==> config.mk <==
export PLATFORM = sky130hd
export DESIGN_NAME = rr_encoder16_4_flat
export DESIGN_NICKNAME = d
export VERILOG_FILES = /design/src/rtl/rr_encoder16_4_pkg.sv /design/src/rtl/rr_encoder16_4_if.sv /design/src/rtl/rr_encoder16_4_decoder4_16.sv /design/src/rtl/rr_encoder16_4.sv /design/src/flat_wrapper.sv
export SDC_FILE = /design/constraint.sdc
export NUM_CORES = 1
export LEC_CHECK = 0
export ABC_AREA = 1
export CORE_MARGIN = 10
export CORE_UTILIZATION = 50
export CTS_BUF_LIST = sky130_fd_sc_hd__clkbuf_8
export CTS_CLUSTER_SIZE = 24
export DETAILED_ROUTE_END_ITERATION = 10
export MAX_ROUTING_LAYER = met4
export PLACE_DENSITY = 0.76
export RECOVER_POWER = 100
export SETUP_SLACK_MARGIN = 0.2
export SLEW_MARGIN = 25
export SYNTH_ARGS = -nofsm -noshare
export SYNTH_HDL_FRONTEND = slang
export SYNTH_HIERARCHICAL = 1
export SYNTH_SLANG_ARGS = --single-unit
==> constraint.sdc <==
create_clock -name i_clk -period 3.5 [get_ports i_clk]
set_input_delay 0.7 -clock i_clk [delete_from_list [all_inputs] [get_ports i_clk]]
set_output_delay 0.7 -clock i_clk [all_outputs]
set_load 0.005 [all_outputs]
==> src/rtl/rr_encoder16_4_pkg.sv <==
// ----------------------------------------------------------------------------
// rr_encoder16_4_pkg : shared widths and state encoding for rr_encoder16_4
// Revision: 1.0
// ----------------------------------------------------------------------------
`default_nettype none

package rr_encoder16_4_pkg;
  localparam int REQ_WIDTH = 16;
  localparam int IDX_WIDTH = 4;

  localparam logic [0:0] IDLE  = 1'b0;
  localparam logic [0:0] GRANT = 1'b1;
endpackage

`default_nettype wire

==> src/rtl/rr_encoder16_4_if.sv <==
// ----------------------------------------------------------------------------
// rr_encoder16_4_if : request / grant handshake bundle for rr_encoder16_4
// Revision: 1.0
// ----------------------------------------------------------------------------
`default_nettype none

interface rr_encoder16_4_if;
  import rr_encoder16_4_pkg::*;

  logic [REQ_WIDTH-1:0] i_req;
  logic                 i_ready;
  logic                 o_valid;
  logic [IDX_WIDTH-1:0] o_index;
  logic [REQ_WIDTH-1:0] o_grant;

  modport master (output i_req, output i_ready,
                  input  o_valid, input o_index, input o_grant);
  modport slave  (input  i_req, input i_ready,
                  output o_valid, output o_index, output o_grant);
endinterface

`default_nettype wire

==> src/rtl/rr_encoder16_4_decoder4_16.sv <==
// ----------------------------------------------------------------------------
// decoder4_16 : 4-to-16 one-hot decoder
// Revision: 1.0
// ----------------------------------------------------------------------------
`default_nettype none

module decoder4_16
  import rr_encoder16_4_pkg::*;
(
  input  wire logic [IDX_WIDTH-1:0] i_sel,
  output logic      [REQ_WIDTH-1:0] o_dec
);
  assign o_dec = REQ_WIDTH'(1) << i_sel;
endmodule

`default_nettype wire

==> src/rtl/rr_encoder16_4.sv <==
// ----------------------------------------------------------------------------
// rr_encoder16_4 : registered 16-to-4 round-robin request encoder with
//                  valid/ready handshake and one-hot grant feedback
// Revision: 1.0
// ----------------------------------------------------------------------------
`default_nettype none

module rr_encoder16_4
  import rr_encoder16_4_pkg::*;
#(
  parameter bit ROUND_ROBIN = 1'b1
)(
  input  wire logic          i_clk,
  input  wire logic          i_reset,
  rr_encoder16_4_if.slave    bus
);

  logic [0:0]           r_state;
  logic [IDX_WIDTH-1:0] r_index;
  logic [IDX_WIDTH-1:0] r_ptr;

  logic                 w_xfer;
  logic                 w_load;
  logic                 w_any;
  logic [IDX_WIDTH-1:0] w_base;
  logic [IDX_WIDTH-1:0] w_winner;
  logic [REQ_WIDTH-1:0] w_dec;

  // Descending scan so the smallest offset from base is the last to overwrite.
  function automatic logic [IDX_WIDTH-1:0] f_find_first(
    input logic [REQ_WIDTH-1:0] req,
    input logic [IDX_WIDTH-1:0] base
  );
    logic [IDX_WIDTH-1:0] pos;
    f_find_first = base;
    for (int k = REQ_WIDTH - 1; k >= 0; k--) begin
      pos = base + IDX_WIDTH'(k);
      if (req[pos]) f_find_first = pos;
    end
  endfunction

  assign w_xfer   = (r_state == GRANT) && bus.i_ready;
  assign w_load   = (r_state == IDLE) || w_xfer;
  assign w_any    = |bus.i_req;
  assign w_base   = !ROUND_ROBIN        ? '0 :
                    (r_state == GRANT)  ? r_index + IDX_WIDTH'(1) : r_ptr;
  assign w_winner = f_find_first(bus.i_req, w_base);

  always_ff @(posedge i_clk or posedge i_reset) begin
    if (i_reset) begin
      r_state <= IDLE;
      r_index <= '0;
      r_ptr   <= '0;
    end else begin
      if (w_xfer) r_ptr <= r_index + IDX_WIDTH'(1);
      if (w_load) begin
        if (w_any) begin
          r_state <= GRANT;
          r_index <= w_winner;
        end else begin
          r_state <= IDLE;
        end
      end
    end
  end

  decoder4_16 u_dec (
    .i_sel (r_index),
    .o_dec (w_dec)
  );

  assign bus.o_valid = r_state;
  assign bus.o_index = r_index;
  assign bus.o_grant = w_dec & {REQ_WIDTH{r_state}};

endmodule

`default_nettype wire
==> src/flat_wrapper.sv <==
// flat-port wrapper written by rule: the top's interface ports become plain ports
module rr_encoder16_4_flat import rr_encoder16_4_pkg::*;
#(
  parameter bit ROUND_ROBIN = 1'b1
)
  (i_clk, i_reset, bus_i_req, bus_i_ready, bus_o_valid, bus_o_index, bus_o_grant);
  rr_encoder16_4_if bus_i ();
  input  wire logic i_clk;
  input  wire logic i_reset;
  input wire logic [$bits(bus_i.i_req)-1:0] bus_i_req;
  input wire logic [$bits(bus_i.i_ready)-1:0] bus_i_ready;
  output wire logic [$bits(bus_i.o_valid)-1:0] bus_o_valid;
  output wire logic [$bits(bus_i.o_index)-1:0] bus_o_index;
  output wire logic [$bits(bus_i.o_grant)-1:0] bus_o_grant;
  assign bus_i.i_req = bus_i_req;
  assign bus_i.i_ready = bus_i_ready;
  assign bus_o_valid = bus_i.o_valid;
  assign bus_o_index = bus_i.o_index;
  assign bus_o_grant = bus_i.o_grant;
  rr_encoder16_4 #(.ROUND_ROBIN(ROUND_ROBIN)) u_core (.i_clk(i_clk), .i_reset(i_reset), .bus(bus_i));
endmodule
Yosys cells after proc, flatten, opt, wreduce, memory -nomap -nowiden

Index checks and enable logic that the tools add are counted.
Widths: inputs -> output; s select.

Flip-flop bits (word level): 9
RAM bits: 0
Bits in latches: 0
Memories: 0
Bits in read-only memories: 0
Word-level logic and storage cells: 92
Input port bits: 19
Output and inout port bits: 21

Shifts and indexed selects: 1
Muxes and demuxes: 50
Add/subtract/negate cells: 16
Reduce and logical (&&, ||, !) cells: 4
$mul: 0
Divide/modulo/power cells: 0
Bitwise operators: 2
Equal/unequal tests: 0
Magnitude comparators: 16

Operators by type and width:

| kind                 | count |
|---|---|
| $lt 4x5->1 const B   | 16 |
| $mux 4               | 17 |
| $bmux 1 s4           | 16 |
| $add 4x4->4 const B  | 8 |
| $mux 1               | 17 |
| $add 4x3->4 const B  | 4 |
| $and 16x16->16       | 1 |
| $reduce_or 16->1     | 1 |
| $shl 1x4->16 const A | 1 |
| $add 4x1->4 const B  | 2 |
| $add 4x2->4 const B  | 2 |
| $reduce_and 2->1     | 1 |
| $logic_and 1x1->1    | 1 |
| $logic_or 1x1->1     | 1 |
| $not 1->1            | 1 |

Logic depth before layout (Yosys ltp)

Gate-level depths: netlist of the first run.

Depth after elaboration: 21
Depth in mapped cells: 33
Depth with buffers taken out: 31

Modules after synthesis

Netlist of the first run, hierarchy kept.

Modules (own cells, without submodules):

| module         | sequential area each (sq um) | cells an instance | times used | area each (sq um) |
|---|---|---|---|---|
| rr_encoder16_4 | 225.2                        | 544               | 1          | 2808.9 |
| decoder4_16    | 0.0                          | 30                | 1          | 126.4 |

Least setup slack after synthesis of the first run

OpenSTA, ideal clock, no wires.

Path kind: reg-to-reg
Start point: reg u_core.r_index[0], in the netlist u_core/bus.o_index[0]
End point: reg u_core.r_index[0], in the netlist u_core/bus.o_index[0]
Path slack: 0.166 ns
Path buffers: 3
Library setup time: 0.118 ns
Stages on the path, launching flop included: 31
Period minus slack after synthesis: 3.334 ns
Required time: 3.382 ns
Arrival time: 3.215 ns
Cells stage by stage: dfrtp_1 -> ha_1 -> inv_1 -> nand2_1 -> nand2_4 -> buf_4 -> ha_1 -> clkbuf_2 -> inv_1 -> buf_2 -> nand3_1 -> nand2_1 -> nand2_1 -> nand2_1 -> nand2_2 -> nand2_2 -> nand2_1 -> a21oi_1 -> nor2_1 -> o21bai_1 -> nand2_1 -> nand2_1 -> nand2_1 -> nand2_1 -> nand2_1 -> nand2_1 -> nand2_1 -> nand2_2 -> nand3_1 -> nand3_2 -> o21ai_2

Cells in the longest elaborated chain, start to end: 21
Elaborated cells between the ends (all ways): 65
Classes of those cells: add/sub: 16; mux: 49

RTL lines:

| element                      | line                 | source |
|---|---|---|
| start: declaration           | rr_encoder16_4.sv:19 | `logic [IDX_WIDTH-1:0] r_index;` |
| start signal: assignment     | rr_encoder16_4.sv:59 | `r_index <= w_winner;` |
| $add 4x1->4 (*)              | rr_encoder16_4.sv:46 | `(r_state == GRANT) ? r_index + IDX_WIDTH'(1) : r_ptr;` |
| $mux 4 (*)                   | rr_encoder16_4.sv:46 |  |
| $add 4x4->4                  | rr_encoder16_4.sv:37 | `pos = base + IDX_WIDTH'(k);` |
| $bmux 1 s4                   | rr_encoder16_4.sv:38 | `if (req[pos]) f_find_first = pos;` |
| $mux 1 (implied by the code) | rr_encoder16_4.sv:38 |  |
| $mux 4 (15 in a row)         | rr_encoder16_4.sv:38 |  |
| $mux 4 (*)                   | rr_encoder16_4.sv:38 |  |

Every way passes the cells marked *; elsewhere a longest branch is shown, timed or not. The select of a mux whose other input is x is not followed.
A chain may end at the register's enable or synchronous reset.

Worst setup path after layout of the first run

Start point: reg u_core.r_index[0], in the netlist u_core/bus.o_index[0]
End point: reg u_core.r_index[2], in the netlist u_core/bus.o_index[2]

The elaborated chain is that of the path after synthesis.

==> results of run 1 <==
-- logic make-up (layout without fill, tap and decap cells) --
family | after synthesis | count (layout) | share of synthesized area [%]
AO/OA/AOI/OAI | 55 | 55 | 10.49
multiplexers | 1 | 1 | 0.3410
XOR/XNOR | 2 | 2 | 0.8527
flip-flops | 9 | 9 | 7.673
AND/OR/NAND/NOR | 397 | 397 | 61.25
adder cells (fa/ha/maj) | 6 | 6 | 2.557
buffers and inverters | 104 | 155 | 16.84
-- synth_stat cells (all sizes together) --
master | number | share of area [%]
o211ai | 3 | 0.77
inv | 88 | 11
or2 | 3 | 0.64
ha | 6 | 2.6
clkbuf | 3 | 0.43
a31oi | 5 | 1.1
a21oi | 33 | 5.8
o21ai | 11 | 2.1
o21a | 2 | 0.51
mux2i | 1 | 0.34
dfrtp | 9 | 7.7
nand4 | 2 | 0.43
nand3b | 1 | 0.26
nand3 | 70 | 12
o21bai | 1 | 0.26
nor4 | 4 | 0.85
xor2 | 2 | 0.85
nand2 | 273 | 40
and2 | 2 | 0.43
nor2 | 42 | 5.7
buf | 13 | 5.0
-- cells in the final DEF, fill, tap and decap left out, types with 3 or more instances in the layout --
master	instances
a21oi_1	31
a31oi_1	5
buf_12	3
buf_4	15
clkbuf_8	3
clkdlybuf4s50_1	22
dfrtp_1	7
dlygate4sd3_1	17
ha_1	3
ha_4	3
inv_1	78
inv_2	9
nand2_1	224
nand2_2	37
nand2_4	11
nand3_1	62
nand3_2	8
nor2_1	41
nor4_1	4
o211ai_1	3
o21ai_0	5
o21ai_2	4
-- flip-flops by register name (all words and copies together), names as in the netlist --
signal,count
u_core/bus.o_index,4
u_core/bus.o_valid,1
u_core/r_ptr,4
-- critical path, delay by kind of cell, from the launching register on --
| family | cells | cell delay, ns |
|---|---|---|
| and+or+nand+nor | 25 | 1.52 |
| buffers and inverters | 3 | 0.50 |
| adders and majority gates | 2 | 0.58 |
| DFF | 1 | 0.41 |
| AOI/OAI and AO/OA | 1 | 0.05 |
-- worst max-delay path by stage --
stage	from	endpoint	slack [ns]
2_1_floorplan	u_core/bus.o_index[0]	u_core/bus.o_index[0]	0.23
4_1_cts	u_core/bus.o_index[0]	u_core/bus.o_index[3]	0.21
5_1_grt	u_core/bus.o_index[1]	u_core/bus.o_index[2]	0.08
6_report	u_core/bus.o_index[0]	u_core/bus.o_index[2]	0.33
3_3_place_gp	u_core/bus.o_index[0]	u_core/bus.o_index[3]	0.15
3_5_place_dp	u_core/bus.o_index[0]	u_core/bus.o_index[3]	0.15
-- through the flow --
stage	instances	hold WS [ns]	cell area, sq um	setup WS, ns	util (%)
after floorplan	574	0.4530	2937	0.2317	-
after global placement	685	0.4844	3378	0.1547	60.24
after detailed placement	685	0.4841	3378	0.1518	60.24
after CTS	689	0.4938	3432	0.2088	61.20
after global routing	697	0.5221	3633	0.07633	64.79
final	697	0.4946	3633	0.3343	64.79
-- final cells by class --
| type | instances | area, sq um | share of cell area, % |
|---|---|---|---|
| clock buffer | 3 | 41.29 | 1.136 |
| clock inverter | 1 | 3.754 | 0.1033 |
| inverter | 88 | 339.1 | 9.332 |
| multi-input combinational | 461 | 2315 | 63.71 |
| sequential | 9 | 227.7 | 6.267 |
| tap | 72 | 90.09 | 2.479 |
| timing repair buffer | 62 | 611.8 | 16.84 |
| timing repair inverter | 1 | 5.005 | 0.1377 |
-- per-layer routing --
layer,global-route usage [%],vias to the layer above
met2,30.98,149
met5,-,-
met4,4.059,0
li1,-,1881
met3,1.632,17
met1,25.55,1664
-- what timing repair did --
action                     4_1_cts  5_1_grt
pin swaps                        0       12
buffers inserted                 0        7
gates cloned                     0        1
setup endpoints to repair        1        4
gates resized for setup          3       35
==> flow_summary.ini, run 1 <==
[die]
start_util_pct = 52.34
die-area_sq_um = 9335
core_area_sq_um = 5608
fp.dieW_microns = 96.62
pin_count = 40
fp-row-count = 27
die_h_microns = 96.62

[clock_tree]
path_clk_slew_ns = 0.05
hold_buffers = 0
htreeDepth = 1
cts-root-buf = clkbuf_8
numCtsBuffers = 3
cts_buffer_depth = 2
clock_latency_ns = 0.24
clock_sinks = 9
cts_tree = built

[placement]
dp_hpwl_microns = 7690
io_buffer_count = 39
place.gp.congestion = 1.021

[finish]
finalNetCount = 651
antenna_cells = 0
num-fill-cells = 597
drive_gt1_share_pct = 17.44
area_growth_pct = 23.79

[setup_path]
cp_max_fo = 6
start_kind = flop
arrival_ns = 3.29
r2r_end = u_core/bus.o_index[2]
critPathKind = flop to flop
cp_slowest_cell = dfrtp_2
crit_top_cell = nand2_1
max_stage_delay_ns = 0.41
cp_data_required_time_ns = 3.62
rrSetupSlack_ns = 0.33
endpoint_kind = flop
r2r_cells = 31
reg2reg_from = u_core/bus.o_index[0]

[timing]
post-route-period-util_pct = 90.45
maxSlewHeadroom_pct = 69.23
period_needed_ns = 3.166
slew_viol_final = 0
hold_viol_final = 0
max_freq_ghz = 0.3159
final.setup_skew_ns = 0.002123
tns_ns = 0
worst_slew_pin_slew_ns = 0.4605
rsz0062_at_grt = yes
setup_viol_count_final = 0

[synthesis]
synthCells = 574
synth_area_sq_um = 2935
syn-num-nets = 599
seq_area_frac_synth_pct = 7.673
yosysWarnings = 6
synth.ff_latch_count = 9
avgSynthCellArea_sq_um = 5.114
synth_cell_types = 39

[worst_hold_path]
hold_path.startpoint = u_core/r_ptr[1]
min_to = u_core/r_ptr[1]
hold_class = flop to flop
hold_path_depth = 2

[route]
highest_layer = met4
wl_met1_microns = 4386
antenna_left = 0
vias_per_cell = 5.324
drt-pass1-iter-count = 5
wl_microns = 9682
drc_errors = 0
via_count = 3711
met2WireLength_microns = 4422
wl_met3_microns = 702
routedWlPerCell_microns = 13.89
dr.first_iter.drc_count = 257

[grt]
grt_antenna_before_repair = 0
grt_max_degree = 25
grt_pass1_vias = 3157
grt-ovfl-total = 0
grt_pass1_wl_microns = 15330
grt_usage_pct = 19.27

[job]
max_cap_violations = 0

[status]
outcome = completed
Power of run 1 is not shown: default switching activity piles up to over one toggle a cycle in this logic, so the estimate is an artifact.
==> inputs of run 2 (changes only) <==
- CAP_MARGIN: not set -> 20
==> results of run 2 <==
Final layout, timing and power as in run 1 (identical DEF).
Power of run 2 is left out for the same reason.
